## config.mk

```make
export PLATFORM = sky130hd
export DESIGN_NAME = vga_frame_monitor
export DESIGN_NICKNAME = d
export VERILOG_FILES = /design/src/rtl/vga_mon_pkg.sv /design/src/rtl/vga_mon_crc16.sv /design/src/rtl/vga_frame_monitor.sv
export SDC_FILE = /design/constraint.sdc
export NUM_CORES = 1
export LEC_CHECK = 0
export CAP_MARGIN = 25
export CORE_MARGIN = 2
export CORE_UTILIZATION = 45
export DETAILED_ROUTE_END_ITERATION = 7
export PLACE_DENSITY = 0.76
export SLEW_MARGIN = 25
export SYNTH_ARGS = -nofsm -noshare
export SYNTH_HDL_FRONTEND = slang
export SYNTH_SLANG_ARGS = --single-unit
```

## constraint.sdc

```tcl
create_clock -name clk -period 5.3 [get_ports clk]
set_input_delay 1.06 -clock clk [delete_from_list [all_inputs] [get_ports clk]]
set_output_delay 1.06 -clock clk [all_outputs]
set_load 0.005 [all_outputs]
```

## src/rtl/vga_mon_pkg.sv

```systemverilog
// Shared types and constants for the VGA frame monitor.
//   mon_state_e            : monitor FSM states
//   CRC_POLY / CRC_INIT    : CRC-16-CCITT parameters for the signature
//   DEF_H_ACTIVE/V_ACTIVE  : default visible geometry (640x480)
//   DEF_CW                 : default x/y counter width
package vga_mon_pkg;

  localparam int unsigned DEF_H_ACTIVE = 640;
  localparam int unsigned DEF_V_ACTIVE = 480;
  localparam int unsigned DEF_CW       = 11;

  localparam logic [15:0] CRC_POLY = 16'h1021;
  localparam logic [15:0] CRC_INIT = 16'hFFFF;

  typedef enum logic [1:0] {
    IDLE   = 2'd0,
    SYNC   = 2'd1,
    ACTIVE = 2'd2,
    CHECK  = 2'd3
  } mon_state_e;

endpackage : vga_mon_pkg

```

## src/rtl/vga_mon_crc16.sv

```systemverilog
// Combinational CRC-16-CCITT update over one 24-bit {R,G,B} pixel, MSB first.
//   crc_in    in  16  running CRC before this pixel
//   data      in  24  pixel colour {R,G,B}
//   crc_out_c out 16  CRC after shifting in all 24 bits
module vga_mon_crc16
  import vga_mon_pkg::*;
(
  input  logic [15:0] crc_in,
  input  logic [23:0] data,
  output logic [15:0] crc_out_c
);

  logic [15:0] crc;

  // Bit-serial LFSR unrolled over the 24 data bits, bit 23 first.
  always_comb begin
    crc = crc_in;
    for (int i = 23; i >= 0; i--) begin
      if (crc[15] ^ data[i]) begin
        crc = {crc[14:0], 1'b0} ^ CRC_POLY;
      end else begin
        crc = {crc[14:0], 1'b0};
      end
    end
    crc_out_c = crc;
  end

endmodule : vga_mon_crc16

```

## src/rtl/vga_frame_monitor.sv

```systemverilog
// VGA receive-side frame monitor: samples the VGA bus on pix_en, rebuilds
// pixel coordinates, checks frame geometry and produces a per-frame signature.
// Build option: define VGA_MON_CRC_EN for a CRC-16-CCITT signature over
// {R,G,B}; otherwise the signature is the 16-bit sum of R+G+B.
// Ports:
//   clk, reset (async, active low), pix_en (one strobe per pixel)
//   vga_hs, vga_vs (active-low syncs), vga_blank_n, vga_r/g/b
//   pix_x, pix_y, pix_valid : coordinates of the last sampled active pixel
//   frame_done              : one-clk pulse per checked frame
//   frame_ok, frame_sig     : result of last checked frame (held)
//   frame_cnt               : frames checked since reset (wraps)
module vga_frame_monitor
  import vga_mon_pkg::*;
#(
  parameter int unsigned H_ACTIVE = DEF_H_ACTIVE,
  parameter int unsigned V_ACTIVE = DEF_V_ACTIVE,
  parameter int unsigned CW       = DEF_CW
) (
  input  logic          clk,
  input  logic          reset,
  input  logic          pix_en,
  input  logic          vga_hs,
  input  logic          vga_vs,
  input  logic          vga_blank_n,
  input  logic [7:0]    vga_r,
  input  logic [7:0]    vga_g,
  input  logic [7:0]    vga_b,
  output logic [CW-1:0] pix_x,
  output logic [CW-1:0] pix_y,
  output logic          pix_valid,
  output logic          frame_done,
  output logic          frame_ok,
  output logic [15:0]   frame_sig,
  output logic [15:0]   frame_cnt
);

  localparam logic [CW-1:0] CNT_MAX   = {CW{1'b1}};
  localparam logic [CW-1:0] LINE_LEN  = CW'(H_ACTIVE);
  localparam logic [CW-1:0] LAST_LINE = CW'(V_ACTIVE - 1);
`ifdef VGA_MON_CRC_EN
  localparam logic [15:0] SIG_INIT = CRC_INIT;
`else
  localparam logic [15:0] SIG_INIT = 16'h0000;
`endif

  mon_state_e    state;
  logic          hs_q;
  logic          vs_q;
  logic          blank_q;
  logic          err;
  logic [CW-1:0] x;
  logic [CW-1:0] y;
  logic [15:0]   acc;

  logic          hs_fall_c;
  logic          vs_fall_c;
  logic [CW-1:0] x_inc_c;
  logic [CW-1:0] y_inc_c;
  logic [15:0]   acc_next_c;

  assign hs_fall_c = hs_q & ~vga_hs;
  assign vs_fall_c = vs_q & ~vga_vs;

  // Saturating increments; hitting the ceiling is flagged as a geometry error.
  assign x_inc_c = (x == CNT_MAX) ? x : x + CW'(1);
  assign y_inc_c = (y == CNT_MAX) ? y : y + CW'(1);

  // Signature update for the pixel on the bus.
`ifdef VGA_MON_CRC_EN
  vga_mon_crc16 u_crc (
    .crc_in    (acc),
    .data      ({vga_r, vga_g, vga_b}),
    .crc_out_c (acc_next_c)
  );
`else
  assign acc_next_c = acc + 16'(vga_r) + 16'(vga_g) + 16'(vga_b);
`endif

  // Sync edge history, frame FSM, counters and output registers.
  always_ff @(posedge clk or negedge reset) begin
    if (!reset) begin
      state      <= IDLE;
      hs_q       <= 1'b1;
      vs_q       <= 1'b1;
      blank_q    <= 1'b0;
      err        <= 1'b0;
      x          <= '0;
      y          <= '0;
      acc        <= '0;
      pix_x      <= '0;
      pix_y      <= '0;
      pix_valid  <= 1'b0;
      frame_done <= 1'b0;
      frame_ok   <= 1'b0;
      frame_sig  <= '0;
      frame_cnt  <= '0;
    end else begin
      pix_valid  <= 1'b0;
      frame_done <= 1'b0;
      if (pix_en) begin
        hs_q    <= vga_hs;
        vs_q    <= vga_vs;
        blank_q <= vga_blank_n;
        unique case (state)
          // First VS fall only arms; the partial frame is never reported.
          IDLE: begin
            if (vs_fall_c) begin
              state <= SYNC;
              err   <= 1'b0;
              x     <= '0;
              y     <= '0;
              acc   <= SIG_INIT;
            end
          end
          SYNC: begin
            if (vs_fall_c) begin
              err   <= 1'b1;  // frame with no active pixels
              state <= CHECK;
            end else if (vga_blank_n) begin
              state     <= ACTIVE;
              x         <= CW'(1);
              y         <= '0;
              acc       <= acc_next_c;
              pix_x     <= '0;
              pix_y     <= '0;
              pix_valid <= 1'b1;
            end
          end
          ACTIVE: begin
            if (vs_fall_c) begin
              // VS overrides HS; an open line is length-checked first.
              if (blank_q && (x != LINE_LEN)) err <= 1'b1;
              state <= CHECK;
            end else if (vga_blank_n) begin
              pix_valid <= 1'b1;
              acc       <= acc_next_c;
              if (!blank_q) begin
                pix_x <= '0;
                pix_y <= y_inc_c;
                y     <= y_inc_c;
                x     <= CW'(1);
                if (y == CNT_MAX) err <= 1'b1;
              end else begin
                pix_x <= x;
                pix_y <= y;
                x     <= x_inc_c;
                if (x == CNT_MAX) err <= 1'b1;
              end
              // Horizontal sync during active video is a geometry error.
              if (hs_fall_c) err <= 1'b1;
            end else if (blank_q) begin
              if (x != LINE_LEN) err <= 1'b1;
            end
          end
          CHECK: begin
            frame_ok   <= !err && (y == LAST_LINE);
            frame_sig  <= acc;
            frame_done <= 1'b1;
            frame_cnt  <= frame_cnt + 16'd1;
            err        <= 1'b0;
            x          <= '0;
            y          <= '0;
            acc        <= SIG_INIT;
            state      <= SYNC;
          end
          default: state <= IDLE;
        endcase
      end
    end
  end

endmodule : vga_frame_monitor

```

Word level (Yosys, flattened, before mapping) --
Cells that the tools add are included.
Operators by class: muxes and demuxes 47, bitwise operators 4, equality and inequality tests 23, add/subtract/negate cells 6, reduce and logical (&&, ||, !) cells 13
Operators by type and width (number):
- $mux W11 | 16
- $pmux W11 S4 | 2
- $add A16 B8 Y16 | 3
- $mux W16 | 3
- $pmux W16 S3 | 1
- $pmux W11 S2 | 2
- $add A11 B1 Y11 const B | 2
- $eq A11 B11 Y1 const B | 2
- $mux W1 | 17
- $add A16 B1 Y16 const B | 1
- $ne A2 B2 Y1 const B | 8
- $reduce_and A6 Y1 | 2
- $eq A11 B9 Y1 const B | 1
- $ne A11 B10 Y1 const B | 1
- $ne A3 B3 Y1 const B | 3
- $mux W2 | 4
- $ne A4 B4 Y1 const B | 2
- $pmux W2 S4 | 1
- $reduce_and A4 Y1 | 2
- $reduce_and A8 Y1 | 1
- $reduce_and A7 Y1 | 1
- $ne A6 B6 Y1 const B | 1
- $ne A5 B5 Y1 const B | 1
- $eq A2 B2 Y1 const B | 2
- 11 further kinds | 14
Word-level totals: input bits 30, output and inout bits 57, register bits after elaboration 101, word-level logic and storage cells 108

Depth between registers and ports, before layout --
Gate-level depths: netlist of the first run.
depth in word-level cells 7, depth in mapped cells 12, depth with buffers taken out 12

Worst setup path before layout of the first run --
OpenSTA, ideal clock, no wires.
kind in2reg, start input port vga_r[1], end register acc[9], setup slack 1.341 ns, cell stages on the path 12, data required time 5.179 ns, arrival 3.838 ns, cells stage by stage inv_1 > fa_1 > fa_1 > inv_1 > ha_1 > fa_1 > a211oi_2 > nor3_1 > or3_1 > a21oi_1 > xnor2_1 > a22o_1
On the way: word-level cells in the longest chain between the ends 6
Ends and longest elaborated chain:
- start: declaration | RTL line vga_frame_monitor.sv:25 | input logic [7:0] vga_r,
- $add A16 B8 Y16 (3 in a row) | RTL line vga_frame_monitor.sv:76 | assign acc_next_c = acc + 16'(vga_r) + 16'(vga_g) + 16'(vga_b);
- $mux W16 | RTL line vga_frame_monitor.sv:119, vga_frame_monitor.sv:134
- $mux W16 | RTL line vga_frame_monitor.sv:130 | if (vs_fall_c) begin
- $pmux W16 S3 | RTL line vga_frame_monitor.sv:104 | unique case (state)
- end signal: assignment | RTL line vga_frame_monitor.sv:123 | acc <= acc_next_c;
- end signal: assignment | RTL line vga_frame_monitor.sv:136 | acc <= acc_next_c;
- end: declaration | RTL line vga_frame_monitor.sv:53 | logic [15:0] acc;
No other way between the ends. The select of a mux whose other input is x is not followed. A chain may end at the register's enable or synchronous reset.

Final worst setup path of the first run --
Same ends and word-level chain as after synthesis.

==> results.md, run 1 <==
- GP Congestion: 0.926
- Final slew viol count: 0
- Cell area power density: 401 mW/mm^2
- Setup TNS: 0 ns
- Clock insertion delay at the later pin of the skew report: 0.34 ns
- Slew @ Worst Pin: 0.846 ns
- Worst EP required: 5.53 ns
- I/O pin total: 87
- Htree depth: 3
- Power Total: 2.76 mW
- Family with the most delay on the worst path: adder cells
- Distinct cells, synth: 65
- Fin nets: 742
- CP Cell Sequence: clkdlybuf4s50_1 > inv_1 > fa_1 > fa_1 > inv_1 > ha_1 > fa_1 > a211oi_2 > nor3_1 > or3_1 > a21oi_1 > xnor2_1 > a22o_1
- Inserted Diodes: 0
- WHS: 0.469 ns
- Max_slew headroom: 43.6%
- Top post-synthesis cells by area: dfrtp_1, nand2_1, fa_1, ha_1, o21ai_0
- Clock sinks: 101
- Longest Clk Path Bufs: 2
- Clock power frac: 25.9%
- Async SR Flop Fraction: 100%
- CTS root buffer: clkbuf_16
- Residual DRC count: 0
- Sequential share of power: 35.5%
- Die Wd: 115 um
- Mapped Cells: 598
- Drt pass-1 iters: 5
- IO buf count: 86
- CTS Buf Count: 9
- Final core occ: 57.1%
- Syn avg cell area: 9.35 um^2
- # setup viols final: 0
- Clk_skew: 0.00571 ns
- Status: complete, no violations
- RSZ-0062 raised after global routing: false
- Cts repair resizes: 0
- Setup WS post-layout: 1.00 ns
- Period minus WS final: 4.30 ns
- Std-Cell Rows: 40
- Dpl ws: 0.651 ns
- Final instance count without filler cells: 850
- Maximum achievable frequency: 233 MHz
- Total Wirelength: 12.2 mm
- Worst Path Arrival: 4.53 ns
- Internal power: 1.78 mW
- Die area: 0.0133 mm^2
- Number of global-route vias before repair: 4465
- Nature of the critical path endpoint: register
- Synth top area share: 44.3%
- Area of the core: 0.0121 mm^2
- First-pass GRT wire length: 20.7 mm
- Area delta synth->final: 23.2%
- Area after DPL: 0.00656 mm^2
- Post-route ant nets: 0
- Initial core utilization: 46.4%
- CTS tree: yes
- Worst Hold Class: register to register
- Post-CTS setup buffer count: 0
- Yosys top cell by area: dfrtp_1
- Antenna violations before repair: 0
- Vias: 4543
- Leak: 3.19 nW
- Final-report hold violation count: 0
- Worst setup path class: input port to register
- Register area share after synthesis: 45.2%
- NetSw: 0.981 mW
- Post-synth EDFFs: 0
- Post-Syn Nets: 663
- Fin area: 0.00689 mm^2
- CP max stage delay: 0.54 ns
- HPWL after detailed placement: 8.95 mm
- Wire per inst: 14.4 um
- Maxcap violations: 0
- Max rail drop VDD: 175 uV
- Crit-path max FO: 3
- GRT Residual Overflow: 0
- Proportion of layout cells with a drive suffix above 1: 6.01%
- Cells after DPL: 834
- Primary FF master, synth: dfrtp_1
- Combinational Power Share: 38.6%
- Vert. Die Dim: 115 um
- Buffers and inverters on the worst path: 3
- Flop and latch count out of synthesis: 101
- Yosys warning count: 0
- Sw Ratio: 35.5%
- Via density: 5.34
- Reg clk slew, reported paths: 0.06 ns
- DRT iter0 DRCs: 274
- Startpoint Class: input port
- Post-CTS Hold Buffers: 0
- Mapped cell area: 0.00559 mm^2
- CP most frequent cell: fa_1
- Final period util: 81.1%
- Largest net degree at the start of global routing: 58
- CP max stage cell: fa_1
- Overall Global Routing Usage: 19.4%
-- cells in the final DEF (no fill, tap or decap), drive strengths merged, types with 3 or more instances in the layout --
master         netlist  routed
o31ai                8       8
or2                  3       3
and4                 3       3
and3                 8       8
a31oi                6       6
nand4               13      13
nand2b               4       4
inv                 55      55
xnor2               19      19
a21oi               24      24
nor3                 6       6
fa                  16      16
ha                  19      19
nor4b                3       3
and2                 4       4
buf                  8       4
nor2b                6       6
a22o                 8       8
or3                  4       4
xor2                 8       8
o21ai               49      49
dfrtp               99      99
mux2                 8       8
nand2              110     110
nand3               30      30
a21o                 3       3
nor2                31      31
o211ai               3       3
clkbuf              13      12
clkdlybuf4s50        0      85
a211oi               4       4
-- final timing paths --
check,startpoint,end,slack (ns),cells past startpoint
max,vga_r[1],acc[9],1.00,13
min,frame_cnt[15],frame_cnt[15],0.47,1
max reg2reg,state[0],x[6],2.15,8
min reg2reg,frame_cnt[15],frame_cnt[15],0.47,1
max in group asynchronous,reset,frame_sig[13],3.47,2
min in group asynchronous,reset,pix_y[1],0.76,1
-- final cells by class --
type,count,area (um^2)
clock buffer,12,256
clock inverter,4,70.1
fill,1068,5170
inverter,55,206
multi-input combinational,421,2740
sequential,101,2530
tap,168,210
timing repair buffer,89,881
-- worst register-to-register path: stages, from the launching register on --
cell and delay (ns):
dfrtp_1 0.40, inv_1 0.11, ha_1 0.72, and2_0 0.66, nand4_1 0.25, nand3b_1 0.46, nor2_1 0.22, nand3_1 0.12
o21ai_0 0.08
-- state kept, by name (all words and copies together) (netlist names), 2 cells and up --
signal     cells
y             11
x             11
state          2
frame_sig     16
pix_x         11
frame_cnt     16
acc           16
pix_y         11
-- Yosys cell counts, types with 2 or more instances --
master,instances
and4_1,2
nor2_1,30
o31ai_1,8
o21ai_0,47
nand3_1,30
buf_6,3
a21oi_1,24
and2_1,3
clkbuf_1,11
or3_1,4
nand4_1,13
a21boi_0,2
nor4b_1,3
nand2b_1,3
a22o_1,8
mux2_2,8
nor3_1,5
dfrtp_1,99
a211oi_1,3
or2_2,2
and3_1,8
nor2b_1,5
xor2_1,8
inv_1,55
dfstp_2,2
a21o_1,3
buf_2,4
nand2_1,109
xnor2_1,19
nand3b_1,2
ha_1,19
fa_1,16
o211ai_1,3
a31oi_1,6
-- per-layer routing --
metal | wire, um | share of wire [%] | vias up | global-route usage [%]
li1 | - | - | 2189 | -
met1 | 5500 | 45 | 2192 | 25.3
met2 | 5930 | 48 | 141 | 32.1
met3 | 563 | 4.6 | 21 | 3.35
met4 | 252 | 2.1 | 0 | 8.27
met5 | 0 | 0 | - | 0
-- kinds of logic after synthesis --
family                   after synthesis  share of synthesized area [%]
multiplexers                           9                           1.79
buffers and inverters                 76                           5.84
AND/OR/NAND/NOR                      232                           19.9
AO/OA/AOI/OAI                        118                           13.0
XOR/XNOR                              27                           4.23
flip-flops                           101                           45.2
adder cells (fa/ha/maj)               35                           9.98
-- power by group through the flow --
| stage | clock [mW] | sequential (mW) | combinational [mW] |
|---|---|---|---|
| finish | 0.715 | 0.982 | 1.07 |
| global placement | 0 | 0.989 | 1.03 |
| global route | 0.762 | 0.997 | 1.21 |
| detailed placement | 0 | 0.993 | 1.07 |
| CTS | 0.729 | 0.982 | 1.07 |
| floorplan | 0 | 0.979 | 0.722 |
No activity file was read; power rests on OpenSTA's default activity.
==> run 2: changes to the inputs <==
--- a/config.mk
+++ b/config.mk
@@ -9,7 +9,7 @@
 export CORE_MARGIN = 2
 export CORE_UTILIZATION = 45
 export DETAILED_ROUTE_END_ITERATION = 7
-export PLACE_DENSITY = 0.76
+export PLACE_DENSITY = 0.78
 export SLEW_MARGIN = 25
 export SYNTH_ARGS = -nofsm -noshare
 export SYNTH_HDL_FRONTEND = slang
==> constraint.sdc (replaced) <==
create_clock -name clk -period 3.5 [get_ports clk]
set_input_delay 0.7 -clock clk [delete_from_list [all_inputs] [get_ports clk]]
set_output_delay 0.7 -clock clk [all_outputs]
set_load 0.005 [all_outputs]
==> run 2 against run 1 <==
  * Non-clock buffer count up 16
  * First-iteration DRC count grew 18%
  * Register-to-register slack lost 1.4 ns
  * Core utilization rose by 1.3 points
  * Count of clock-buffer cells in the layout decreased by 2
  * Design area up 2.3%
  * Total power up 60%
  * Routed wire length increased by 3.0%
  * Cell count grew 1.9%
  * Combinational power is 72% higher
  * Sequential power up 52%
  * Critical endpoint unchanged
  * Largest cell class unchanged
==> results.md, run 2 (synthesis gave the netlist of run 1 again) <==
- Status: complete, no violations
- CTS Buf Count: 9
- RR Endpoint: acc[9]
- GRT Residual Overflow: 0
- Area delta synth->final: 26.0%
- IO buf count: 86
- Largest net degree at the start of global routing: 85
- Crit-path max FO: 2
- Area after DPL: 0.00668 mm^2
- Clk_skew: 0.00748 ns
- Worst setup path class: input port to register
- CTS root buffer: clkbuf_16
- Leak: 3.27 nW
- Final-report hold violation count: 0
- Longest Clk Path Bufs: 2
- Worst R2R Setup Slack: 0.72 ns
- Htree depth: 3
- Fill count: 1033
- Total Wirelength: 12.6 mm
- Slew @ Worst Pin: 0.754 ns
- Critical path origin: vga_r[3]
- Via density: 5.31
- Vert. Die Dim: 115 um
- Final core occ: 58.4%
- Inserted Diodes: 0
- Nature of the critical path endpoint: register
- Vias: 4600
- Die area: 0.0133 mm^2
- Fin nets: 758
- Antenna violations before repair: 0
- Die Wd: 115 um
- HPWL after detailed placement: 9.09 mm
- Post-CTS Hold Buffers: 0
- Wire per inst: 14.6 um
- CP Capture Point: acc[9]
- Reg-to-reg startpoint: acc[1]
- WHS: 0.395 ns
- Setup TNS: 0 ns
- Reg clk slew, reported paths: 0.07 ns
- CTS tree: yes
- Cell area power density: 626 mW/mm^2
- Final slew viol count: 0
- I/O pin total: 87
- Area of the core: 0.0121 mm^2
- Startpoint Class: input port
- Maximum achievable frequency: 292 MHz
- Final period util: 97.7%
- Overall Global Routing Usage: 19.8%
- First-pass GRT wire length: 21.2 mm
- Top Registers: acc x16, frame_cnt x16, frame_sig x16
- Proportion of layout cells with a drive suffix above 1: 10.3%
- Residual DRC count: 0
- Worst Path Arrival: 3.66 ns
- Clock sinks: 101
- DRT iter0 DRCs: 322
- Worst EP required: 3.74 ns
- Period minus WS final: 3.42 ns
- Clock insertion delay at the later pin of the skew report: 0.34 ns
- Commonest non-fill, non-tap cell in the layout: nand2_1
- Maxcap violations: 0
- GP Congestion: 0.868
- Most frequent cells in the layout: nand2_1, dfrtp_1, clkdlybuf4s50_1, inv_1, o21ai_0
- Std-Cell Rows: 40
- Reg2reg path depth: 11
- Worst Hold Class: input port to asynchronous set/reset pin
- # setup viols final: 0
- Drt pass-1 iters: 5
- Initial core utilization: 46.4%
- Fin area: 0.00705 mm^2
- Max rail drop VDD: 280 uV
- Post-route ant nets: 0
- Number of global-route vias before repair: 4570
- Max_slew headroom: 49.7%
-- run 2: worst min-delay path by stage --
stage | start | endpoint | cells past startpoint
finish | reset | pix_y[1] | 1
global route | reset | y[5] | 1
CTS | frame_cnt[15] | frame_cnt[15] | 1
detailed placement | pix_y[3] | pix_y[3] | 2
global placement | pix_x[6] | pix_x[6] | 2
floorplan | reset | acc[0] | 0
-- run 2: repair_timing --
item / in CTS / in global routing
pin swaps: 11 / 8
gates cloned: 0 / 0
buffers inserted: 1 / 0
setup endpoints to repair: 8 / 7
resized for setup: 16 / 9
-- run 2: layer usage --
layer | vias up | routed length, um | GRT usage, %
met4 | 0 | 261 | 8.51
met5 | - | 0 | 0
li1 | 2216 | - | -
met2 | 134 | 6220 | 33.2
met1 | 2225 | 5590 | 25.4
met3 | 25 | 547 | 3.29
-- run 2: cell type report --
| cell class | instances | area, um^2 | share of cell area, % |
|---|---|---|---|
| Clock inverter | 6 | 86.3 | 1.22 |
| Multi-Input combinational cell | 421 | 2780 | 39.4 |
| Sequential cell | 101 | 2530 | 35.9 |
| Inverter | 55 | 206 | 2.93 |
| Tap cell | 168 | 210 | 2.98 |
| Timing Repair Buffer | 105 | 997 | 14.1 |
| Clock buffer | 10 | 239 | 3.39 |
-- run 2: power by group --
group	internal, mW	switching, mW	total, mW
combinational	0.828	1.02	1.84
sequential	1.35	0.139	1.49
clock	0.645	0.440	1.08
-- run 2: through the flow --
stage / setup WS, ns / cells / total power, mW
after CTS: 0.00829 / 866 / 4.38
after global placement: -0.576 / 849 / 3.18
final: 0.0803 / 866 / 4.42
after detailed placement: -0.624 / 849 / 3.26
after global routing: -0.00179 / 866 / 4.73
after floorplan: 0.00251 / 598 / 2.59
-- run 2: worst max-delay path, cell delays in order --
cell             delay [ns]
clkdlybuf4s50_1        0.45
inv_1                  0.05
fa_1                   0.49
fa_1                   0.51
inv_1                  0.07
ha_4                   0.25
a211oi_4               0.27
nor3_2                 0.08
or3_1                  0.36
a21oi_2                0.15
xnor2_1                0.07
a22o_1                 0.19
==> run 3: changes to the inputs <==
--- a/config.mk
+++ b/config.mk
@@ -9,7 +9,7 @@
 export CORE_MARGIN = 2
 export CORE_UTILIZATION = 45
 export DETAILED_ROUTE_END_ITERATION = 7
-export PLACE_DENSITY = 0.78
+export PLACE_DENSITY = 0.76
 export SLEW_MARGIN = 25
 export SYNTH_ARGS = -nofsm -noshare
 export SYNTH_HDL_FRONTEND = slang
==> constraint.sdc (replaced) <==
create_clock -name clk -period 3.8 [get_ports clk]
set_input_delay 0.76 -clock clk [delete_from_list [all_inputs] [get_ports clk]]
set_output_delay 0.76 -clock clk [all_outputs]
set_load 0.005 [all_outputs]
==> run 3 against run 2 <==
  * Combinational power down 11%
  * Die area unchanged
  * Flip-flop and latch count unchanged
  * Hold slack better by 0.037 ns
  * Core utilization down 0.11 points
  * Routed wire length about the same
==> results.md, run 3 (synthesis gave the netlist of run 1 again) <==
- Status: complete, no violations
- Worst EP required: 4.04 ns
- Residual DRC count: 0
- # setup viols final: 0
- Max_slew headroom: 51.8%
- Nature of the critical path endpoint: register
- Overall Global Routing Usage: 20.0%
- Final core occ: 58.3%
- Proportion of layout cells with a drive suffix above 1: 8.79%
- Worst Path Arrival: 3.92 ns
- Htree depth: 3
- Die area: 0.0133 mm^2
- Clock insertion delay at the later pin of the skew report: 0.35 ns
- Post-CTS Hold Buffers: 0
- Leak: 3.28 nW
- Period minus WS final: 3.68 ns
- First-pass GRT wire length: 21.3 mm
- Fin nets: 754
- Max rail drop VDD: 298 uV
- Internal power: 2.61 mW
- Largest net degree at the start of global routing: 81
- Cell area power density: 577 mW/mm^2
- Antenna violations before repair: 0
- Most frequent cells in the layout: nand2_1, dfrtp_1, clkdlybuf4s50_1, inv_1, o21ai_0
- IO buf count: 86
- Family with the most delay on the worst path: adder cells
- NetSw: 1.44 mW
- Final-report hold violation count: 0
- Combinational Power Share: 40.3%
- Vert. Die Dim: 115 um
- Slew @ Worst Pin: 0.723 ns
- Maximum achievable frequency: 272 MHz
- GRT Residual Overflow: 0
- CTS tree: yes
- Startpoint Class: input port
- Post-route ant nets: 0
- CP max stage delay: 0.51 ns
- CP Cell Sequence: clkdlybuf4s50_1 > inv_1 > fa_1 > fa_1 > inv_2 > fa_2 > a211oi_4 > nor3_2 > or3_1 > a21oi_2 > xnor2_1 > a22o_1
- CP max stage cell: fa_1
- Final slew viol count: 0
- Top Registers: acc x16, frame_cnt x16, frame_sig x16
- CP most frequent cell: fa_1
- Sequential share of power: 33.7%
- DRT iter0 DRCs: 277
- Area delta synth->final: 25.8%
- Commonest non-fill, non-tap cell in the layout: nand2_1
- Reg clk slew, reported paths: 0.07 ns
- Buffers and inverters on the worst path: 3
- Via density: 5.31
- Crit-path max FO: 3
- Die Wd: 115 um
- GP Congestion: 0.875
- Drt pass-1 iters: 5
- Sw Ratio: 35.6%
- Area of the core: 0.0121 mm^2
- Number of global-route vias before repair: 4503
- CTS root buffer: clkbuf_16
- RSZ-0062 raised after global routing: false
- Initial core utilization: 46.4%
- Final period util: 96.7%
- Wire per inst: 14.6 um
- Worst setup path class: input port to register
- CTS Buf Count: 9
- Worst Hold Class: input port to asynchronous set/reset pin
- Clk_skew: 0.00711 ns
- Vias: 4578
- I/O pin total: 87
- Maxcap violations: 0
- Inserted Diodes: 0
- Std-Cell Rows: 40
- Setup WS post-layout: 0.124 ns
- Longest Clk Path Bufs: 2
- HPWL after detailed placement: 9.16 mm
- Clock power frac: 26.0%
- Dpl ws: -0.492 ns
- Clock sinks: 101
- Total Wirelength: 12.6 mm
==> run 3: cell types whose count changed in the layout (fill, tap and decap cells not counted), sizes merged <==
cell           previous run  this run
buf                      20        16
bufinv                    2         3
clkdlybuf4s15             2         0
clkdlybuf4s50            77        82
clkinv                    3         1
clkinvlp                  1         2
dlygate4sd2               6         0
dlymetal6s2s              0         3
==> run 3: power by group through the flow <==
stage	Sequential, mW	Combinational [mW]	Clock [mW]
final	1.37	1.64	1.06
after global routing	1.39	1.83	1.11
after CTS	1.37	1.58	1.07
after detailed placement	1.38	1.56	0
after global placement	1.38	1.50	0
after floorplan	1.37	1.01	0
==> run 3: repair_timing <==
item / 4_1_cts / 5_1_grt
endpoints found under the setup margin: 1 / 4
pin swaps: 1 / 10
buffers inserted: 0 / 2
resized for setup: 2 / 9
==> run 3: metal layers <==
| layer | up-vias | wire (um) | share of wire (%) | GRT usage, % |
|---|---|---|---|---|
| met3 | 18 | 546 | 4.3 | 2.25 |
| met1 | 2226 | 5570 | 44 | 25.8 |
| li1 | 2202 | - | - | - |
| met4 | 0 | 268 | 2.1 | 9.08 |
| met2 | 132 | 6230 | 49 | 33.9 |
| met5 | - | 0 | 0 | 0 |
==> run 3: final cells by class <==
| class | instances | area, um^2 |
|---|---|---|
| clock inverter | 6 | 110 |
| clock buffer | 10 | 239 |
| tap | 168 | 210 |
| timing repair buffer | 101 | 982 |
| inverter | 55 | 206 |
| multi-input combinational | 421 | 2760 |
| sequential | 101 | 2530 |
| fill | 1059 | 5030 |
==> run 3: metrics by stage <==
stage          TNS [ns]  cell area [um^2]  total power, mW  hold WS, ns  instances
6_report              0              7040             4.06        0.432        862
3_3_place_gp      -1.44              6640             2.88        0.456        844
3_5_place_dp      -1.91              6640             2.94        0.459        844
4_1_cts               0              6990             4.02        0.474        860
2_1_floorplan         0              5590             2.37        0.459        598
5_1_grt               0              7040             4.33        0.494        862
==> run 3: worst register-to-register path: stages (launching register included) <==
cell and delay [ns]:
dfrtp_1 0.32, inv_1 0.07, fa_1 0.53, inv_1 0.04
ha_2 0.19, fa_2 0.40, a211oi_4 0.29, nor3_2 0.08
or3_1 0.40, a21oi_2 0.14, xnor2_1 0.08, a22o_1 0.19
==> run 3: path summary, 6_finish.rpt <==
path,startpoint,to,slack (ns),cells past startpoint
hold reg to reg,pix_x[9],pix_x[9],0.47,2
setup / recovery,vga_r[2],acc[9],0.12,12
setup reg to reg,acc[1],acc[9],0.95,11
max in group asynchronous,reset,frame_sig[3],2.68,2
min in group clk,pix_x[9],pix_x[9],0.47,2
hold / removal,reset,pix_y[2],0.43,1
